[src/rtl/conv_window_scheduler.sv]
// conv_window_scheduler: steps one shared convolution unit across every filter window of an HxW map.
// Build option CONV_SCHED_RELU_EN: clamp captured results with the sign bit set to zero.
module conv_window_scheduler #(
    parameter int DATA_WIDTH = 32,
    parameter int D          = 1,
    parameter int F          = 3,
    parameter int H          = 8,
    parameter int W          = 8,
    parameter int STRIDE     = 1,
    localparam int OH        = (H - F) / STRIDE + 1,
    localparam int OW        = (W - F) / STRIDE + 1,
    localparam int RW        = (H > 1) ? $clog2(H) : 1,
    localparam int CWW       = (W > 1) ? $clog2(W) : 1,
    localparam int ORW       = (OH > 1) ? $clog2(OH) : 1,
    localparam int OCW       = (OW > 1) ? $clog2(OW) : 1
) (
    input  logic                  clk,
    input  logic                  reset,
    input  logic                  start,
    output logic                  busy,
    output logic                  done,
    output logic [RW-1:0]         win_row,
    output logic [CWW-1:0]        win_col,
    output logic                  unit_reset,
    input  logic [DATA_WIDTH-1:0] unit_result,
    output logic                  out_valid,
    input  logic                  out_ready,
    output logic [DATA_WIDTH-1:0] out_data,
    output logic [ORW-1:0]        out_row,
    output logic [OCW-1:0]        out_col
);

    localparam int ACC  = D * F * F + 2;
    localparam int CNTW = $clog2(ACC);

    localparam logic [CNTW-1:0] CNT_LAST     = CNTW'(ACC - 1);
    localparam logic [RW-1:0]   ROW_STEP     = RW'(STRIDE);
    localparam logic [CWW-1:0]  COL_STEP     = CWW'(STRIDE);
    localparam logic [ORW-1:0]  OUT_ROW_LAST = ORW'(OH - 1);
    localparam logic [OCW-1:0]  OUT_COL_LAST = OCW'(OW - 1);

    generate
        if (H < F || W < F || STRIDE < 1) begin : g_illegal_geometry
            $error("conv_window_scheduler: filter larger than map or STRIDE < 1");
        end
    endgenerate

    typedef enum logic [2:0] {
        S_IDLE,
        S_CLEAR,
        S_RUN,
        S_OUT,
        S_FIN
    } state_t;

    state_t                  state_reg;
    logic [CNTW-1:0]         cnt_reg;
    logic [DATA_WIDTH-1:0]   captured;

`ifdef CONV_SCHED_RELU_EN
    // Sign-bit test also catches -0.0.
    assign captured = unit_result[DATA_WIDTH-1] ? '0 : unit_result;
`else
    assign captured = unit_result;
`endif

    always_ff @(posedge clk or posedge reset) begin
        if (reset) begin
            state_reg  <= S_IDLE;
            cnt_reg    <= '0;
            busy       <= 1'b0;
            done       <= 1'b0;
            out_valid  <= 1'b0;
            out_data   <= '0;
            win_row    <= '0;
            win_col    <= '0;
            out_row    <= '0;
            out_col    <= '0;
            unit_reset <= 1'b1;
        end else begin
            done <= 1'b0;
            case (state_reg)
                S_IDLE: begin
                    unit_reset <= 1'b1;
                    if (start) begin
                        state_reg <= S_CLEAR;
                        busy      <= 1'b1;
                        win_row   <= '0;
                        win_col   <= '0;
                        out_row   <= '0;
                        out_col   <= '0;
                    end
                end
                S_CLEAR: begin
                    state_reg  <= S_RUN;
                    unit_reset <= 1'b0;
                    cnt_reg    <= '0;
                end
                S_RUN: begin
                    if (cnt_reg == CNT_LAST) begin
                        out_data   <= captured;
                        out_valid  <= 1'b1;
                        unit_reset <= 1'b1;
                        state_reg  <= S_OUT;
                    end else begin
                        cnt_reg <= cnt_reg + 1'b1;
                    end
                end
                S_OUT: begin
                    // Window coordinates only move on the handshake, so a stall freezes the slicer.
                    if (out_ready) begin
                        out_valid <= 1'b0;
                        if (out_col == OUT_COL_LAST) begin
                            out_col <= '0;
                            win_col <= '0;
                            if (out_row == OUT_ROW_LAST) begin
                                out_row   <= '0;
                                win_row   <= '0;
                                done      <= 1'b1;
                                busy      <= 1'b0;
                                state_reg <= S_FIN;
                            end else begin
                                out_row   <= out_row + 1'b1;
                                win_row   <= win_row + ROW_STEP;
                                state_reg <= S_CLEAR;
                            end
                        end else begin
                            out_col   <= out_col + 1'b1;
                            win_col   <= win_col + COL_STEP;
                            state_reg <= S_CLEAR;
                        end
                    end
                end
                S_FIN: begin
                    state_reg <= S_IDLE;
                end
                default: begin
                    state_reg <= S_IDLE;
                end
            endcase
        end
    end

endmodule

[config.mk]
export PLATFORM = sky130hd
export DESIGN_NAME = conv_window_scheduler
export DESIGN_NICKNAME = d
export VERILOG_FILES = /design/src/rtl/conv_window_scheduler.sv
export SDC_FILE = /design/constraint.sdc
export NUM_CORES = 1
export LEC_CHECK = 0
export BUFFER_PORTS_ARGS = -buffer_cell sky130_fd_sc_hd__buf_2
export CAP_MARGIN = 20
export CELL_PAD_IN_SITES_DETAIL_PLACEMENT = 1
export CELL_PAD_IN_SITES_GLOBAL_PLACEMENT = 2
export CORE_ASPECT_RATIO = 0.5
export CORE_MARGIN = 4
export CORE_UTILIZATION = 35
export DETAILED_ROUTE_END_ITERATION = 10
export PLACE_DENSITY_LB_ADDON = 0.1
export SYNTH_ARGS = -nofsm -noshare
export SYNTH_HDL_FRONTEND = slang
export SYNTH_SLANG_ARGS = --single-unit
[constraint.sdc]
create_clock -name clk -period 4.2 [get_ports clk]
set_input_delay 0 -clock clk [delete_from_list [all_inputs] [get_ports clk]]
set_output_delay 0 -clock clk [all_outputs]
set_load 0.03 [all_outputs]
* Yosys cells after proc, flatten, opt, wreduce, memory -nomap -nowiden
Cells that the tools add are included.
** Cells by class
- Add/sub/neg operators :: 5
- Equality and inequality tests :: 12
- Muxes and demuxes :: 36
- Reduce and logical (&&, ||, !) cells :: 13
** Operator list (number)
- $mux 3 :: 16
- $pmux 3 s2 :: 4
- $add 3x1->3 const B :: 4
- $ne 2x2->1 const B :: 6
- $pmux 3 s4 :: 1
- $mux 1 :: 10
- $reduce_and 3->1 :: 3
- $pmux 4 s2 :: 1
- $eq 3x2->1 const B :: 2
- $eq 3x3->1 const B :: 2
- $reduce_and 2->1 :: 3
- $reduce_bool 2->1 :: 3
- $reduce_and 5->1 :: 1
- $add 4x1->4 const B :: 1
- $eq 4x4->1 const B :: 1
- $mux 4 :: 1
- $pmux 1 s2 :: 2
- $reduce_and 4->1 :: 1
- $eq 3x1->1 const B :: 1
- $logic_not 3->1 :: 1
- $pmux 1 s3 :: 1
- $reduce_bool 3->1 :: 1
** Word-level totals
- Bits in registers :: 55
- Input bits :: 36
- Output and inout port bits :: 48
- Word-level logic and storage cells :: 77

* Depth between registers and ports, before layout
Gate-level depths: netlist of run 1.
- Depth after elaboration :: 5
- Gate-level depth with buffers :: 7
- Mapped depth without buffers :: 5

* Worst setup path before layout of run 1
OpenSTA, ideal clock, no wires.
- Path type :: register to register
- From :: reg cnt_reg[0]
- To :: reg out_data[0]
- Library setup time :: 0.125 ns
- Arrival time :: 1.754 ns
- Data required time :: 4.075 ns
- Setup slack :: 2.321 ns
- Cell stages (with the launch flop) :: 8
- Path buffers :: 2
- Period minus slack after synthesis :: 1.879 ns
- Path through :: dfrtp_1 inv_1 ha_1 nand3b_4 or4_4 buf_6 buf_6 mux2_4
** On the way
- Word-level cells in the longest chain between the ends :: 2
** Ends and longest elaborated chain
- start: declaration :: line 57 : logic [CNTW-1:0] cnt_reg;
- start signal: assignment :: line 106 : cnt_reg <= cnt_reg + 1'b1;
- $eq 4x4->1 :: line 100 : if (cnt_reg == CNT_LAST) begin
- $reduce_and 2->1 (no source line)
- end signal: assignment :: line 101 : out_data <= captured;
- end: declaration :: line 28 : output logic [DATA_WIDTH-1:0] out_data,
Every way passes these cells.
A chain may end at the register's enable or synchronous reset.

* Worst setup path after layout of run 1
- From :: reg cnt_reg[0]
- To :: reg out_data[15]
Same word-level chain as after synthesis.

==> results.cfg, run 1 <==
[run_status]
status = finished clean

[die]
design.core.area_sq_mm = 0.00688
die-area_sq_mm = 0.00882
io_count = 84
row_count = 21
die_wd_um = 129
start_util_pct = 37.1
chipHeight_um = 68.4

[critical_path]
critical_path_arrival_ns = 2.30
worst-path-max-fanout = 33
timing.critical_path.from_type = flop
critPathSlowestCell = or4_4
crit_path_end_kind = flop
worst_path_dominant_cell_family = simple AND/OR/NAND/NOR gates
cp_cell_sequence = inv_1, ha_1, nand3b_4, or4_4, mux2_4
path_buf_inv = 1
worst-setup-path-type = flop to flop
worst-endpoint-required_ns = 4.38
critPathMaxStageDelay_ns = 0.72

[yosys]
postSynth.asyncResetShare_pct = 100
ys_flop_type = dfrtp_1
syn-cell-area_sq_mm = 0.00256
yosys_register_bits = 55
postSynthCellCount = 187
yosysWarningCount = 0
yosys.area_share.simple_pct = 11.7
synth_seq_area_share_pct = 53.9
post_synth_xor_area_fraction_pct = 0
synth_edf_count = 0
synth_fa_ha_area_share_pct = 1.96
synthDistinctLibCells = 47
synthesis.nets = 227
complex_gate_fraction_of_the_synthesized_area_pct = 8.61
syn_area_per_cell_sq_um = 13.7
synth_top_family_by_area = multiplexers
yosys-mux-area-fraction_pct = 19.6

[global_route]
wire_length_of_the_first_global_routing_pass_mm = 11.2
globalRoute.totalOverflow = 0
initial_antenna_violation_count = 0
pin_count_of_the_biggest_net_entering_global_routing = 56
number_of_global_route_vias_before_repair = 1972
grtUsageTotal_pct = 16.6

[timing]
slew_headroom_pct = 53.0
final.period_utilization_pct = 50.4
maximum_clock_skew_at_final_layout_ns = 0.00827
final_max_slew_viol_count = 0
setup-violations-final = 0
rsz0062_at_grt = false
period_minus_slack_ns = 2.12
finalHoldWorstSlack_ns = 0.0559
finalWorstSetupSlack_ns = 2.08
final.setup.tns_ns = 0
fmax_mhz = 472
worstMarginPinSlew_ns = 0.705
finalHoldViolCount = 0

[placement]
final_weighted_congestion_in_routability_driven_placement = 0.740
place_ws_ns = 2.11
detailedPlacementHpwl_mm = 4.70
io_buffer_count = 83

[clocking]
clock-sinks = 55
cts_hold_buffers = 33
tritoncts_clock_tree = done
clock_edge_transition_at_the_registers_on_the_reported_setup_and_hold_paths_ns = 0.07
cts_setup_buffers = 0
clock_latency_on_the_worst_skew_pair_ns = 0.29
cts_made_buffers = 5
cells_resized_by_post_cts_repair = 0
cts_buffer_depth = 2
cts-root-buf = clkbuf_16
htree_num_levels = 2

[worst_hold_path]
type_of_the_tightest_min_delay_check = input port to flop

[drt]
via_per_inst = 4.98
post_drt_wl_per_cell_um = 18.1
antenna_left = 0
detail_route.wirelength_mm = 7.10
route.detailed.drc = 0
num_vias = 1959
detailedRoute.firstIterationViolations = 102
detailedRoute.firstPassIterationCount = 4

[cells_and_area]
layout_cell_share_with_drive_strength_beyond_1_pct = 43.9
final.fill_count = 732
fin_nets = 340
largest_register_ffs = 32
area.growth.synth_to_final_pct = 36.5
diodes = 0

[pwr]
power_leakage_nw = 1.78
irDropWorstVdd_uv = 206
pwr_density_cell_mw_per_mm2 = 635

[flow_run]
maxCapViolCount = 0
==> worst paths after layout <==
check | from | to | slack, ns | cells past startpoint
worst max-delay path | cnt_reg[0] | out_data[15] | 2.08 | 5
worst min-delay path | out_ready | state_reg[0] | 0.06 | 3
worst max register to register | cnt_reg[0] | out_data[15] | 2.08 | 5
worst min register to register | busy | busy | 0.50 | 2
max in group asynchronous | reset | win_row[1] | 3.27 | 4
min in group asynchronous | reset | out_data[30] | 0.45 | 4
==> final cells by class <==
| class | count | area, sq um | share of cell area (%) |
|---|---|---|---|
| flip-flops and latches | 55 | 1380 | 39.5 |
| multi-input cells | 114 | 1070 | 30.7 |
| repair buffers | 117 | 753 | 21.6 |
| clock buffers | 6 | 129 | 3.69 |
| well taps | 92 | 115 | 3.30 |
| inverters | 7 | 26.3 | 0.753 |
| clock inverters | 2 | 17.5 | 0.502 |
==> worst reg2reg max path, delay by kind of cell, from the launching register on <==
| family | cells | cell delay [ns] |
|---|---|---|
| buf+inv | 1 | 0.10 |
| simple gates | 2 | 0.82 |
| fa+ha+maj | 1 | 0.22 |
| flops | 1 | 0.43 |
| mux | 1 | 0.43 |
==> cell families (layout without fill, tap and decap cells) <==
group / count (synthesis) / count (layout)
flip-flops: 55 / 55
AND/OR/NAND/NOR: 43 / 43
multiplexers: 35 / 35
AO/OA/AOI/OAI: 32 / 32
buffers and inverters: 18 / 132
adder cells (fa/ha/maj): 4 / 4
==> report_power, final <==
part | internal (mW) | total [mW] | switching (mW)
clock | 0.224 | 0.415 | 0.191
sequential | 0.699 | 0.874 | 0.174
combinational | 0.370 | 0.928 | 0.558
==> cells in the mapped netlist, types with 3 or more instances <==
cell type | count | area share (%)
a21o_1 | 3 | 0.88
a21oi_1 | 3 | 0.59
buf_6 | 5 | 2.2
dfrtp_1 | 54 | 53
ha_1 | 4 | 2.0
inv_1 | 6 | 0.88
mux2_2 | 5 | 2.2
mux2_4 | 29 | 17
nand3_1 | 3 | 0.59
nand3b_1 | 3 | 0.88
nor2_1 | 5 | 0.73
nor3_1 | 8 | 1.6
nor4b_1 | 5 | 1.7
o21ai_0 | 10 | 2.0
==> metal layers <==
metal / global-route usage, % / part of all wire [%] / up-vias / wire length [um]
met5: 0 / 0 / - / 0
met4: 3.66 / 0.79 / 0 / 56
met3: 5.14 / 6.2 / 7 / 439
met2: 25.3 / 42 / 61 / 2970
met1: 23.5 / 51 / 968 / 3640
li1: - / - / 923 / -
==> stage by stage <==
stage	total power, mW	util, %	std cells	area, sq um
4_1_cts	2.23	50.7	393	3490
6_report	2.22	50.7	393	3490
3_5_place_dp	1.78	43.8	352	3010
3_3_place_gp	1.76	43.8	352	3010
2_1_floorplan	1.50	-	187	2560
5_1_grt	2.36	50.7	393	3490
==> cell usage in the layout (no fill, tap or decap), types with 3 or more instances in the layout <==
cell           instances
a21o_1                 3
mux2_2                 5
dlygate4sd3_1         33
a21oi_1                3
clkbuf_16              5
ha_1                   4
nor4b_1                5
o21ai_0               10
mux2_4                29
nor3_1                 8
buf_2                 83
inv_1                  5
nand3b_1               3
nand3_1                3
dfrtp_1               54
nor2_1                 5
(Power assumes the default switching activity.)
==> inputs of run 2 (changes only) <==
ABC_AREA = 1   (was default)
CORE_UTILIZATION = 28   (was 35)
clock period = 2.06 ns   (was 4.2 ns; I/O delays follow)
==> results.cfg, run 2 <==
[cells_and_area]
layout_common_cells = nand2_1 (140), buf_2 (83), dfrtp_1 (54)
area.growth.synth_to_final_pct = 41.9
layout_cell_share_with_drive_strength_beyond_1_pct = 28.3
diodes = 0
fin_nets = 452
finish.cell_count_without_fillers = 530
layout.cells.most_common = nand2_1
largest_register_ffs = 32

[worst_hold_path]
type_of_the_tightest_min_delay_check = input port to flop
worst_hold_path.endpoint = busy
hold_depth = 4
timing.hold.worst.start = start

[clocking]
cts_setup_buffers = 0
cts-root-buf = clkbuf_16
htree_num_levels = 2
clock_latency_on_the_worst_skew_pair_ns = 0.29
clock-sinks = 55
clock_edge_transition_at_the_registers_on_the_reported_setup_and_hold_paths_ns = 0.07
cts_buffer_depth = 2
tritoncts_clock_tree = done
cells_resized_by_post_cts_repair = 0
cts_made_buffers = 5

[yosys]
synth_commonest_cells = nand2_1 (140), dfrtp_1 (54), nand3_1 (20)
netlist.top_cell.by_area = dfrtp_1
ys_top_cells_by_area = dfrtp_1 (54%), nand2_1 (21%), nand3_1 (4.0%), ha_1 (2.0%), inv_1 (1.8%)
yosys.area_share.simple_pct = 32.3
synth.most_common_cell = nand2_1
ys_flop_type = dfrtp_1
postSynth.asyncResetShare_pct = 100
yosysWarningCount = 0
yosys-mux-area-fraction_pct = 0
yosysTopAreaCellShare_pct = 54.1
synthDistinctLibCells = 29
syn_area_per_cell_sq_um = 8.55
postSynthCellCount = 292
complex_gate_fraction_of_the_synthesized_area_pct = 4.11
yosys_register_bits = 55
synth_edf_count = 0
synthesis.nets = 332
synth_top_family_by_area = simple AND/OR/NAND/NOR gates
synth_fa_ha_area_share_pct = 2.01
synth_seq_area_share_pct = 55.2
syn-cell-area_sq_mm = 0.00250
post_synth_xor_area_fraction_pct = 2.11

[placement]
placedCellCount = 488
final_weighted_congestion_in_routability_driven_placement = 0.683
io_buffer_count = 83
detailedPlacementHpwl_mm = 5.16
place_ws_ns = 0.513

[global_route]
gr_util_met3_pct = 3.93
globalRoute.busiestLayer = met2
pin_count_of_the_biggest_net_entering_global_routing = 34
wire_length_of_the_first_global_routing_pass_mm = 11.5
grt_use_met1_pct = 18.3
initial_antenna_violation_count = 0
met2_usage_pct = 23.1
grtUsageTotal_pct = 13.7
number_of_global_route_vias_before_repair = 2283
globalRoute.totalOverflow = 0

[timing]
final_max_slew_viol_count = 0
finalHoldViolCount = 0
slew_headroom_pct = 64.4
setup-violations-final = 0
finalWorstSetupSlack_ns = 0.508
worstMarginPinSlew_ns = 0.533
final.setup.tns_ns = 0
final.period_utilization_pct = 75.3
maximum_clock_skew_at_final_layout_ns = 0.00464
period_minus_slack_ns = 1.55
fmax_mhz = 644
rsz0062_at_grt = false

[drt]
detailedRoute.firstPassIterationCount = 4
detailedRoute.firstIterationViolations = 67
antenna_left = 0
via_per_inst = 4.34
detail_route.wirelength_mm = 7.29
post_drt_wl_per_cell_um = 13.7
route.detailed.drc = 0
num_vias = 2298

[pwr]
power_mw = 5.05
pwr_density_cell_mw_per_mm2 = 1430
power_leakage_nw = 1.75
irDropWorstVdd_uv = 464

[critical_path]
cp_cell_sequence = inv_1, ha_1, nand3b_1, nor2_4, inv_2, buf_4, nand2_1, nand2_1
worst-path-max-fanout = 32
critPathMaxStageDelay_ns = 0.43
critical_path_arrival_ns = 1.73
r2r.worst_path.cells = 8
crit_path_end_kind = flop
slack_of_the_worst_reg_to_reg_path_ns = 0.51
timing.critical_path.from_type = flop
critPathSlowestCell = dfrtp_1
critical_path.reg2reg.endpoint = out_data[24]
worst-endpoint-required_ns = 2.24
most_frequent_cell_on_critical_path = nand2_1
worst-setup-path-type = flop to flop
timing.critical_path.from = cnt_reg[0]
r2r_start = cnt_reg[0]

[die]
io_count = 84
design.core.area_sq_mm = 0.00868
chipHeight_um = 74.8
die_wd_um = 142
die-area_sq_mm = 0.0106
start_util_pct = 28.8
row_count = 24

[flow_run]
maxCapViolCount = 0

[run_status]
status = finished clean
-- run 2: cell types whose count changed after synthesis, sizes merged, moves of 3 or more --
cell / previous run / this run
nand3: 3 / 22
nand2: 1 / 144
nor2: 5 / 13
mux2: 34 / 0
a21o: 3 / 0
inv: 7 / 15
xor2: 0 / 4
nor3: 8 / 5
nor4b: 5 / 0
-- run 2: cell families after synthesis --
logic type / count (synthesis)
compound gates: 14
simple gates: 189
buf+inv: 24
fa+ha+maj: 4
flops: 55
xor+xnor: 6
-- run 2: power by group --
group / internal [mW] / total [mW] / switching (mW)
Sequential: 1.51 / 1.85 / 0.340
Clock: 0.450 / 0.861 / 0.411
Combinational: 0.714 / 2.35 / 1.63
Total: 2.67 / 5.05 / 2.39
-- run 2: cell type report --
| type | instances | area [sq um] |
|---|---|---|
| Multi-Input combinational cell | 213 | 1010 |
| Clock inverter | 3 | 20.0 |
| Timing Repair Buffer | 122 | 806 |
| Tap cell | 117 | 146 |
| Clock buffer | 5 | 125 |
| Inverter | 15 | 56.3 |
| Sequential cell | 55 | 1380 |
| Fill cell | 1060 | 5140 |
-- run 2: worst max-delay path by stage --
stage                               to  slack (ns)  depth (start not counted)
after floorplan             out_row[1]        0.56                          5
after global placement     out_data[4]        0.59                          8
after detailed placement  out_data[13]        0.51                          8
after CTS                 out_data[13]        0.50                          8
after global routing      out_data[24]        0.37                          8
final                     out_data[24]        0.51                          8
-- run 2: per-stage QoR --
stage	util (%)	area [sq um]	hold WS, ns
CTS	40.8	3540	0.145
global placement	35.2	3060	0.0810
global route	40.8	3540	0.202
detailed placement	35.2	3060	0.0854
finish	40.8	3540	0.136
floorplan	-	2500	0.0847
-- run 2: timing repair --
item                                    4_1_cts  5_1_grt
hold buffers                                 34        0
endpoints found under the setup margin        0        0
endpoints found under the hold margin        55        0
-- run 2: metal layers --
layer	up-vias	part of all wire, %
met5	-	0
met4	0	0.29
met3	4	5.2
met2	50	46
met1	1086	48
li1	1158	-
-- run 2: worst max-delay path: cells and delay by family (launching register included) --
kind                     cells  cell delay, ns
buffers and inverters        3            0.37
AND/OR/NAND/NOR              4            0.48
flip-flops                   1            0.43
adder cells (fa/ha/maj)      1            0.14
==> inputs of run 3 (changes only) <==
ABC_AREA = 0   (was 1)
CORE_UTILIZATION = 33   (was 28)
clock period = 1.6 ns   (was 2.06 ns; I/O delays follow)
==> results.cfg, run 3 (same netlist as run 1, synthesis figures left out) <==
[worst_hold_path]
timing.hold.worst.start = out_ready
type_of_the_tightest_min_delay_check = input port to flop
worst_hold_path.endpoint = state_reg[0]
hold_depth = 3

[drt]
route.detailed.drc = 0
num_vias = 2076
detailedRoute.firstIterationViolations = 96
via_per_inst = 4.86
detailedRoute.firstPassIterationCount = 4
detail_route.wirelength_mm = 7.41
post_drt_wl_per_cell_um = 17.4
antenna_left = 0

[die]
die_wd_um = 132
start_util_pct = 34.4
die-area_sq_mm = 0.00930
io_count = 84
design.core.area_sq_mm = 0.00743
chipHeight_um = 70.2
row_count = 22

[critical_path]
timing.critical_path.from_type = flop
worst_path_dominant_cell_family = simple AND/OR/NAND/NOR gates
r2r_start = cnt_reg[0]
critical_path.reg2reg.endpoint = out_data[15]
path_buf_inv = 2
r2r.worst_path.cells = 6
slack_of_the_worst_reg_to_reg_path_ns = -0.25
critPathSlowestCell = or4_4
critical_path_arrival_ns = 2.03
worst-setup-path-type = flop to flop
crit_path_end_kind = flop
worst-endpoint-required_ns = 1.78
critPathMaxStageDelay_ns = 0.52
worst-path-max-fanout = 8
cp_cell_sequence = inv_2, ha_4, nand3b_4, or4_4, clkbuf_16, mux2_4

[clocking]
tritoncts_clock_tree = done
clock_edge_transition_at_the_registers_on_the_reported_setup_and_hold_paths_ns = 0.07
clock-sinks = 55
htree_num_levels = 2
cts_buffer_depth = 2
cts-root-buf = clkbuf_16
cts_made_buffers = 5
clock_latency_on_the_worst_skew_pair_ns = 0.30

[pwr]
power_leakage_nw = 1.97
switching_share_pct = 40.7
clkPwrFrac_pct = 17.7
share_comb_of_total_power_pct = 47.2
irDropWorstVdd_uv = 575
total_switching_power_mw = 2.53
pwr_density_cell_mw_per_mm2 = 1610
p_int_mw = 3.69
power.share.sequential_pct = 35.1

[flow_run]
maxCapViolCount = 0

[timing]
final.period_utilization_pct = 116
final.setup.tns_ns = -7.55
setup-violations-final = 33
period_minus_slack_ns = 1.85
finalHoldViolCount = 0
finalWorstSetupSlack_ns = -0.250
finalHoldWorstSlack_ns = 0.0749
worstMarginPinSlew_ns = 0.350
rsz0062_at_grt = true
final_max_slew_viol_count = 0
maximum_clock_skew_at_final_layout_ns = 0.00673
slew_headroom_pct = 76.6
fmax_mhz = 540

[global_route]
wire_length_of_the_first_global_routing_pass_mm = 11.9
globalRoute.totalOverflow = 0
grtUsageTotal_pct = 16.0
initial_antenna_violation_count = 0
number_of_global_route_vias_before_repair = 2291
pin_count_of_the_biggest_net_entering_global_routing = 56

[cells_and_area]
final.fill_count = 791
layout_cell_share_with_drive_strength_beyond_1_pct = 52.6
layout_common_cells = buf_2 (83), dfrtp_1 (54), dlygate4sd3_1 (33)
diodes = 0
fin_nets = 370
area.growth.synth_to_final_pct = 51.3
fin_area_sq_mm = 0.00387
largest_register_ffs = 32
layout.cells.most_common = buf_2

[run_status]
status = finished with violations
failing_checks = setup timing

[placement]
io_buffer_count = 83
area_of_placed_instances_sq_mm = 0.00323
final_weighted_congestion_in_routability_driven_placement = 0.769
detailedPlacementHpwl_mm = 4.83
==> run 3: cell types whose count changed in the layout (fill, tap and decap cells not counted), sizes merged, moves of 7 or more <==
cell	previous run	this run
buf	88	112
inv	15	8
mux2	0	34
nand2	144	1
nand3	22	3
nor2	13	5
==> run 3: power by group through the flow <==
stage / combinational [mW] / sequential (mW) / clock, mW
6_report: 2.94 / 2.19 / 1.10
5_1_grt: 3.16 / 2.26 / 1.19
3_5_place_dp: 2.73 / 2.21 / 0
4_1_cts: 2.83 / 2.18 / 1.15
2_1_floorplan: 1.03 / 2.92 / 0
3_3_place_gp: 2.68 / 2.17 / 0
==> run 3: per-layer routing <==
metal | vias to the layer above | GRT usage, % | part of all wire (%)
met5 | - | 0 | 0
met4 | 0 | 4.03 | 0.92
met3 | 7 | 4.89 | 4.7
met2 | 51 | 26.3 | 48
met1 | 1039 | 20.6 | 46
li1 | 979 | - | -
==> run 3: how the worst max path moves through the flow <==
| stage | startpoint | endpoint | depth (start not counted) |
|---|---|---|---|
| after floorplan | cnt_reg[0] | out_data[0] | 7 |
| after global placement | cnt_reg[0] | out_data[12] | 6 |
| after detailed placement | cnt_reg[0] | out_data[30] | 6 |
| after CTS | cnt_reg[0] | out_data[30] | 6 |
| after global routing | cnt_reg[0] | out_data[9] | 6 |
| final | cnt_reg[0] | out_data[15] | 6 |
==> run 3: cell type report <==
type | instances | area, sq um | area share, %
Timing Repair Buffer | 147 | 1050 | 27.1
Multi-Input combinational cell | 114 | 1150 | 29.7
Tap cell | 96 | 120 | 3.10
Inverter | 7 | 26.3 | 0.679
Clock inverter | 2 | 16.3 | 0.420
Clock buffer | 6 | 129 | 3.33
Sequential cell | 55 | 1380 | 35.6
==> run 3: timing repair <==
item                                    4_1_cts  5_1_grt
gates resized for setup                       2       12
endpoints found under the hold margin        86        0
cloned                                        0        3
hold buffers                                 33        0
buffers inserted                              0        3
endpoints found under the setup margin       36       42
pin swaps                                     0        1
==> run 3: worst register-to-register path, stage by stage, from the launching register on <==
cell       delay [ns]
dfrtp_1          0.39
inv_2            0.09
ha_4             0.15
nand3b_4         0.08
or4_4            0.52
clkbuf_16        0.22
mux2_4           0.30
==> run 3: metrics by stage <==
stage	util [%]	setup slack [ns]	power [mW]	cells
after global placement	43.5	-0.195	4.85	380
after detailed placement	43.5	-0.265	4.94	380
after global routing	52.1	-0.297	6.62	427
after floorplan	-	-0.273	3.95	187
final	52.1	-0.250	6.23	427
after CTS	50.0	-0.275	6.16	421
